## config.mk

```make
export PLATFORM = sky130hd
export DESIGN_NAME = alu_unit
export DESIGN_NICKNAME = d
export VERILOG_FILES = /design/src/rtl/alu_pkg.sv /design/src/rtl/alu_comb.sv /design/src/rtl/alu_unit.sv
export SDC_FILE = /design/constraint.sdc
export NUM_CORES = 1
export LEC_CHECK = 0
export CAP_MARGIN = 20
export CORE_ASPECT_RATIO = 0.75
export CORE_MARGIN = 3
export CORE_UTILIZATION = 62
export CTS_CLUSTER_DIAMETER = 50
export CTS_CLUSTER_SIZE = 24
export DETAILED_ROUTE_END_ITERATION = 16
export PLACE_DENSITY = 0.86
export SLEW_MARGIN = 30
export SYNTH_ARGS = -nofsm -noshare
export SYNTH_HDL_FRONTEND = slang
export SYNTH_SLANG_ARGS = --single-unit
```

## constraint.sdc

```tcl
create_clock -name clk -period 3.7 [get_ports clk]
set_clock_uncertainty 0.1 [all_clocks]
set_input_delay 0.74 -clock clk [delete_from_list [all_inputs] [get_ports clk]]
set_output_delay 0.74 -clock clk [all_outputs]
set_load 0.03 [all_outputs]
```

## src/rtl/alu_pkg.sv

```systemverilog
// alu_pkg: opcodes, FSM state encoding and default width shared by the ALU files
package alu_pkg;
  localparam int WIDTH = 8;
  localparam logic [2:0] OP_ADD = 3'b000;
  localparam logic [2:0] OP_SUB = 3'b001;
  localparam logic [2:0] OP_AND = 3'b010;
  localparam logic [2:0] OP_OR  = 3'b011;
  localparam logic [2:0] OP_XOR = 3'b100;
  localparam logic [2:0] OP_SHL = 3'b101;
  localparam logic [2:0] OP_SHR = 3'b110;
  localparam logic [2:0] OP_MUL = 3'b111;
  localparam logic [0:0] S_IDLE = 1'b0;
  localparam logic [0:0] S_MUL  = 1'b1;
endpackage

```

## src/rtl/alu_comb.sv

```systemverilog
// alu_comb: combinational evaluator for the single-cycle opcodes
module alu_comb
  import alu_pkg::*;
#(
  parameter int W = WIDTH
) (
  input  logic [W-1:0] a_i,
  input  logic [W-1:0] b_i,
  input  logic [2:0]   op_i,
  output logic [W-1:0] y_o,
  output logic         c_o
);
  logic [W:0] sum;
  logic [W:0] dif;
  assign sum = {1'b0, a_i} + {1'b0, b_i};
  assign dif = {1'b0, a_i} - {1'b0, b_i};
  always_comb begin
    y_o = '0;
    c_o = 1'b0;
    case (op_i)
      OP_ADD: {c_o, y_o} = sum;
      OP_SUB: {c_o, y_o} = dif;
      OP_AND: y_o = a_i & b_i;
      OP_OR:  y_o = a_i | b_i;
      OP_XOR: y_o = a_i ^ b_i;
      OP_SHL: {c_o, y_o} = {a_i, 1'b0};
      OP_SHR: {y_o, c_o} = {1'b0, a_i};
      default: ;
    endcase
  end
endmodule

```

## src/rtl/alu_unit.sv

```systemverilog
// alu_unit: multi-cycle ALU with single-cycle ops and an 8-iteration shift-add multiply
module alu_unit
  import alu_pkg::*;
#(
  parameter int WIDTH = alu_pkg::WIDTH
) (
  input  logic             clk,
  input  logic             reset,
  input  logic             start,
  input  logic [2:0]       op,
  input  logic [WIDTH-1:0] a_in,
  input  logic [WIDTH-1:0] b_in,
  output logic [WIDTH-1:0] result,
  output logic [WIDTH-1:0] result_hi,
  output logic             carry,
  output logic             zero,
  output logic             busy,
  output logic             done
);
  localparam int CW = $clog2(WIDTH) + 1;
  logic [0:0]         state_q, state_d;
  logic [CW-1:0]      cnt_q, cnt_d;
  logic [WIDTH-1:0]   mcand_q, mcand_d, mplier_q, mplier_d;
  logic [2*WIDTH-1:0] prod_q, prod_d, prod_nx;
  logic [WIDTH-1:0]   result_q, result_d, result_hi_q, result_hi_d;
  logic               carry_q, carry_d, zero_q, zero_d, done_q, done_d;
  logic [WIDTH-1:0]   cy;
  logic               cc;
  logic [WIDTH:0]     psum;
  logic [2*WIDTH:0]   pcat;
  alu_comb #(.W(WIDTH)) u_comb (
    .a_i (a_in),
    .b_i (b_in),
    .op_i(op),
    .y_o (cy),
    .c_o (cc)
  );
  // The 9-bit partial sum keeps the add carry so it shifts into the product top bit
  assign psum    = {1'b0, prod_q[2*WIDTH-1:WIDTH]} + (mplier_q[0] ? {1'b0, mcand_q} : '0);
  assign pcat    = {psum, prod_q[WIDTH-1:0]};
  assign prod_nx = pcat[2*WIDTH:1];
  always_comb begin
    state_d     = state_q;
    cnt_d       = cnt_q;
    mcand_d     = mcand_q;
    mplier_d    = mplier_q;
    prod_d      = prod_q;
    result_d    = result_q;
    result_hi_d = result_hi_q;
    carry_d     = carry_q;
    zero_d      = zero_q;
    done_d      = 1'b0;
    if (state_q == S_IDLE && start) begin
      if (op == OP_MUL) begin
        mcand_d  = a_in;
        mplier_d = b_in;
        prod_d   = '0;
        cnt_d    = '0;
        state_d  = S_MUL;
      end else begin
        result_d    = cy;
        result_hi_d = '0;
        carry_d     = cc;
        zero_d      = (cy == '0);
        done_d      = 1'b1;
      end
    end else if (state_q == S_MUL) begin
      prod_d   = prod_nx;
      mplier_d = mplier_q >> 1;
      cnt_d    = cnt_q + 1'b1;
      if (cnt_q == CW'(WIDTH - 1)) begin
        result_d    = prod_nx[WIDTH-1:0];
        result_hi_d = prod_nx[2*WIDTH-1:WIDTH];
        carry_d     = |prod_nx[2*WIDTH-1:WIDTH];
        zero_d      = (prod_nx[WIDTH-1:0] == '0);
        done_d      = 1'b1;
        state_d     = S_IDLE;
      end
    end
  end
  always_ff @(posedge clk or posedge reset) begin
    if (reset) begin
      state_q     <= S_IDLE;
      cnt_q       <= '0;
      mcand_q     <= '0;
      mplier_q    <= '0;
      prod_q      <= '0;
      result_q    <= '0;
      result_hi_q <= '0;
      carry_q     <= 1'b0;
      zero_q      <= 1'b0;
      done_q      <= 1'b0;
    end else begin
      state_q     <= state_d;
      cnt_q       <= cnt_d;
      mcand_q     <= mcand_d;
      mplier_q    <= mplier_d;
      prod_q      <= prod_d;
      result_q    <= result_d;
      result_hi_q <= result_hi_d;
      carry_q     <= carry_d;
      zero_q      <= zero_d;
      done_q      <= done_d;
    end
  end
  assign result    = result_q;
  assign result_hi = result_hi_q;
  assign carry     = carry_q;
  assign zero      = zero_q;
  assign busy      = (state_q == S_MUL);
  assign done      = done_q;
endmodule

```

== Yosys cells after proc, flatten, opt, wreduce, memory -nomap -nowiden ==
Cells that the tools add are included.
Storage, ports and cells
  output and inout port bits: 20
  bits in registers: 56
Operators by class
  mux-type cells: 36
  add/subtract/negate cells: 4
  reductions and logical operators: 10
  bitwise operators: 4
  eq/ne operators: 10
Operators with widths (count)
  $mux W8: 12
  $pmux W8 S7: 1
  $mux W16: 3
  $add A8 B8 Y9: 2
  $logic_not A8 Y1: 2
  $mux W1: 16
  $eq A3 B3 Y1 const B: 4
  $mux W4: 3
  $sub A8 B8 Y9: 1
  $and A8 B8 Y8: 1
  $or A8 B8 Y8: 1
  $reduce_or A8 Y1: 1
  $xor A8 B8 Y8: 1
  $eq A3 B2 Y1 const B: 2
  $add A4 B1 Y4 const B: 1
  $eq A4 B3 Y1 const B: 1
  $pmux W1 S4: 1
  $reduce_and A2 Y1: 2
  $reduce_bool A2 Y1: 2
  $eq A3 B1 Y1 const B: 1
  $logic_not A3 Y1: 1
  $reduce_and A3 Y1: 1
  $ne A2 B1 Y1 const B: 1
  $ne A2 B2 Y1 const B: 1
  2 further kinds: 2

== Depth between registers and ports, before layout ==
  word-level depth: 6
  depth in mapped cells: 11
  mapped depth without buffers: 11

== Modules after synthesis ==
A second synthesis with hierarchy kept.
Second synthesis, totals
  cell total of the unflattened synthesis: 464
  area, all modules: 4011.3 µm²
Modules (own cells, without submodules)
  alu_unit: instances 1, seq. area each 1376.3 µm², cells an instance 285, area an instance 2732.6 µm²
  alu_comb: instances 1, seq. area each 0.0 µm², cells an instance 179, area an instance 1278.7 µm²

== Worst setup path before layout ==
OpenSTA, ideal clock, no wires.
  path type: input-to-reg
  start: input a_in[0]
  end: register zero_q (netlist: zero)
  setup slack: 1.018 ns
  path buffers: 0
  stages: 10
  arrival: 2.505 ns
  required time: 3.524 ns
  path through: inv_1 -> ha_1 -> fa_1 -> inv_1 -> mux4_2 -> nor2_1 -> a21oi_1 -> nor4_1 -> nand4_1 -> o21ai_1
Between the ends
  cells in the longest elaborated chain, start to end: 5
  elaborated cells on any way between the ends: 9
  classes of those cells: 2 x add/sub; 3 x mux; 3 x bitwise; 1 x reduce/logical
RTL lines
  start, declared: line alu_unit.sv:11  | input logic [WIDTH-1:0] a_in,
  $sub A8 B8 Y9, or another cell as far along: line alu_comb.sv:16  | assign dif = {1'b0, a_i} - {1'b0, b_i};
  $pmux W8 S7 (*): line alu_comb.sv:20  | case (op_i)
  $logic_not A8 Y1 (*): line alu_unit.sv:64  | zero_d = (cy == '0);
  $mux W1 (*): line alu_unit.sv:54  | if (op == OP_MUL) begin
  $mux W1 (*): line alu_unit.sv:53  | if (state_q == S_IDLE && start) begin
  end signal, assigned: line alu_unit.sv:102  | zero_q <= zero_d;
  end, declared: line alu_unit.sv:26  | logic carry_q, carry_d, zero_q, zero_d, done_q, done_d;
Mark *: on every way between the ends. The rest lies on a longest branch, timed or not. The select of a mux whose other input is x is not followed.
A chain may end at the register's enable or synchronous reset.

== Worst setup path in the final report ==
Same ends and word-level chain as after synthesis.

==> flow_metrics.tcl <==
set metrics [dict create \
    status "finished clean" \
    start_util_pct 65.7 \
    ctsResizeCount 0 \
    min_period_over_period_pct 85.4 \
    critPathKind "input port to flip-flop" \
    synth_xor_xnor_area_share_pct 2.23 \
    r2r-end "carry$_DFFE_PP0P_" \
    hold_viol_final 0 \
    fp.dieH_um 74.9 \
    cts_buffers 5 \
    synthToLayoutAreaGrowth_pct 15.1 \
    rr_worst_depth 11 \
    synth_ff_type "dfrtp_1" \
    crit_required_ps 3870 \
    antenna_found_initial 0 \
    r2r_start "mplier_q[0]$_DFFE_PP0P_" \
    peakVddDrop_uv 497 \
    drc 0 \
    tritoncts "done" \
    min_to "mplier_q[4]$_DFFE_PP0P_" \
    cts_buffer_depth 2 \
    busiest_layer "met2" \
    synthCells 450 \
    design_area_mm2 0.00452 \
    drive_gt1_share_pct 8.16 \
    grt_pass1_wl_mm 17.0 \
    viasPerCell 6.19 \
    power_density_mw_per_mm2 627 \
    gp_congestion 1.02 \
    path_clk_slew_ps 120 \
    synth_edf_count 0 \
    cp_max_fo 4 \
    hold_path_depth 2 \
    synthSimpleGateAreaFrac_pct 17.8 \
    maxSlewHeadroom_pct 61.2 \
    cap_violations 0 \
    slew_violations 0 \
    ys_ff_latch 55 \
    grt_use_met1_pct 39.8 \
    placeableCoreArea_mm2 0.00598 \
    synth_top_family_by_area "compound AO/OA/AOI/OAI gates" \
    grt_pass1_vias 3407 \
    ys_types 56 \
    fin_total_pwr_mw 2.84 \
    tightest_slew_ps 582 \
    ant_nets 0 \
    syn_nets 508 \
    crit_arrival_ps 3330 \
    clk_latency_ps 330 \
    port_buffers 41 \
    cp-end-kind "flip-flop" \
    min_period_ps 3160 \
    ys_async_sr_fraction_pct 100 \
    min-delay-start "mplier_q[4]$_DFFE_PP0P_" \
    leakage_nw 2.15 \
    fin_nets 547 \
    dpl-instance-area_mm2 0.00442 \
    drt_wl_total_mm 10.4 \
    final_core_util_pct 75.6 \
    grt_util_met2_pct 47.4 \
    grt_setup_unrepaired "false" \
    synthMuxAreaShare_pct 5.23 \
    dr.pass1.iters 5 \
    htree_levels 2 \
    row_count 24 \
    avgSynthCellArea_um2 8.73 \
    hold_path_class "flip-flop to flip-flop" \
    final.fill_count 443 \
    synthAdderAreaFrac_pct 12.0 \
    cts_setup_buffers 0 \
    cts_hold_buf 0 \
    track_usage_pct 29.5 \
    grtUsageMet3_pct 7.59 \
    ys_seq_area_share_pct 35.1 \
    max_freq_mhz 316 \
    grt-ovfl-total 0 \
    grt_max_degree 38 \
    final-setup-viol-count 0 \
    tns_ps 0 \
    synth_compound_area_share_pct 21.6 \
    die-area_mm2 0.00733 \
    r2r_slack_ps 900 \
    yosys_warnings 0 \
    num_vias 3518 \
    dp_hpwl_mm 8.01 \
    cts.sink_count 55 \
    clock-root-buffer "clkbuf_8" \
    diodes 0 \
    drt-wirelength-per-cell_um 18.4 \
    die_x_um 97.9 \
    synth_area_mm2 0.00393 \
    start_kind "input port" \
    drt_iter0_drc 320 \
    io_pins 42 \
]
cell usage after synthesis, types with 4 or more instances:
master / instances / area, um^2
nand2_1: 71 / 267
inv_1: 31 / 116
nand3_1: 10 / 50.1
o21a_1: 4 / 30.0
nor2b_1: 9 / 56.3
a21oi_1: 25 / 125
ha_1: 33 / 413
clkbuf_1: 9 / 33.8
xnor2_1: 7 / 61.3
nor2_1: 26 / 97.6
mux2i_1: 16 / 160
nand2b_1: 4 / 25.0
buf_2: 10 / 50.1
a21o_1: 6 / 45.0
o21ai_0: 35 / 175
and2_1: 10 / 62.6
a22o_1: 5 / 43.8
o31ai_1: 4 / 30.0
o21ai_1: 5 / 25.0
nor3_1: 4 / 20.0
dfrtp_1: 55 / 1380
o211ai_1: 5 / 37.5
registers in the layout, indices dropped and copies added (netlist names):
signal     cells
result         8
done           1
result_hi      8
busy           1
zero           1
cnt_q          4
mplier_q       8
carry          1
mcand_q        8
prod_q        15
worst max-delay path by stage:
stage          slack (ps)               end  startpoint
2_1_floorplan        1020  zero$_DFFE_PP0P_     a_in[0]
3_3_place_gp          300  zero$_DFFE_PP0P_     a_in[0]
3_5_place_dp          230  zero$_DFFE_PP0P_     a_in[0]
4_1_cts               570  zero$_DFFE_PP0P_     a_in[0]
5_1_grt               350  zero$_DFFE_PP0P_     a_in[0]
6_report              540  zero$_DFFE_PP0P_     a_in[0]
cell usage in the layout (no fill, tap or decap), types with 6 or more instances in the layout:
| cell type | count |
|---|---|
| buf_4 | 14 |
| ha_1 | 33 |
| nand3_1 | 10 |
| inv_1 | 30 |
| xnor2_1 | 7 |
| o21ai_0 | 35 |
| nand2_1 | 71 |
| nor2b_1 | 9 |
| a21oi_1 | 25 |
| clkdlybuf4s50_1 | 41 |
| nor2_1 | 26 |
| and2_1 | 10 |
| a21o_1 | 6 |
| mux2i_1 | 16 |
| dfrtp_1 | 55 |
metrics by stage:
stage | std cells | setup slack, ps | hold slack [ps]
floorplan | 450 | 1020 | 342
global placement | 560 | 304 | 359
detailed placement | 560 | 228 | 372
CTS | 568 | 570 | 396
global route | 568 | 348 | 411
finish | 568 | 540 | 393
cell type report:
| type | count | area [um^2] | area share [%] |
|---|---|---|---|
| inverters | 32 | 120 | 2.66 |
| repair buffers | 55 | 515 | 11.4 |
| multi-input cells | 340 | 2310 | 51.2 |
| flip-flops and latches | 55 | 1380 | 30.5 |
| well taps | 78 | 97.6 | 2.16 |
| clock inverters | 3 | 28.8 | 0.637 |
| clock buffers | 5 | 68.8 | 1.52 |
worst max-delay path: stages:
cell	delay [ps]
clkdlybuf4s50_1	530
inv_1	100
ha_1	240
fa_1	420
o21bai_1	260
a21oi_1	130
xor2_1	160
a221oi_2	350
nor2b_1	170
nand4_1	90
o21ai_1	130
routing by layer:
layer	up-vias	part of all wire (%)
met3	22	7.2
met2	141	46
met4	0	1.8
met1	1709	45
met5	-	0
li1	1646	-
power by group:
part           leakage (nW)  internal, mW  total (mW)  switching, mW
registers             0.703         0.852        1.05          0.197
logic                  1.40         0.588        1.43          0.840
clock network        0.0502         0.141       0.358          0.217
total                  2.15          1.58        2.84           1.25
cells by family (layout without fill, tap and decap cells):
group                      Yosys count  in the layout
muxes                               19             19
DFF                                 55             55
and+or+nand+nor                    151            151
xor gates and xnor gates            10             10
AOI/OAI and AO/OA                  124            124
adders and majority gates           36             36
buffers and inverters               55             95
(Power assumes the default switching activity.)
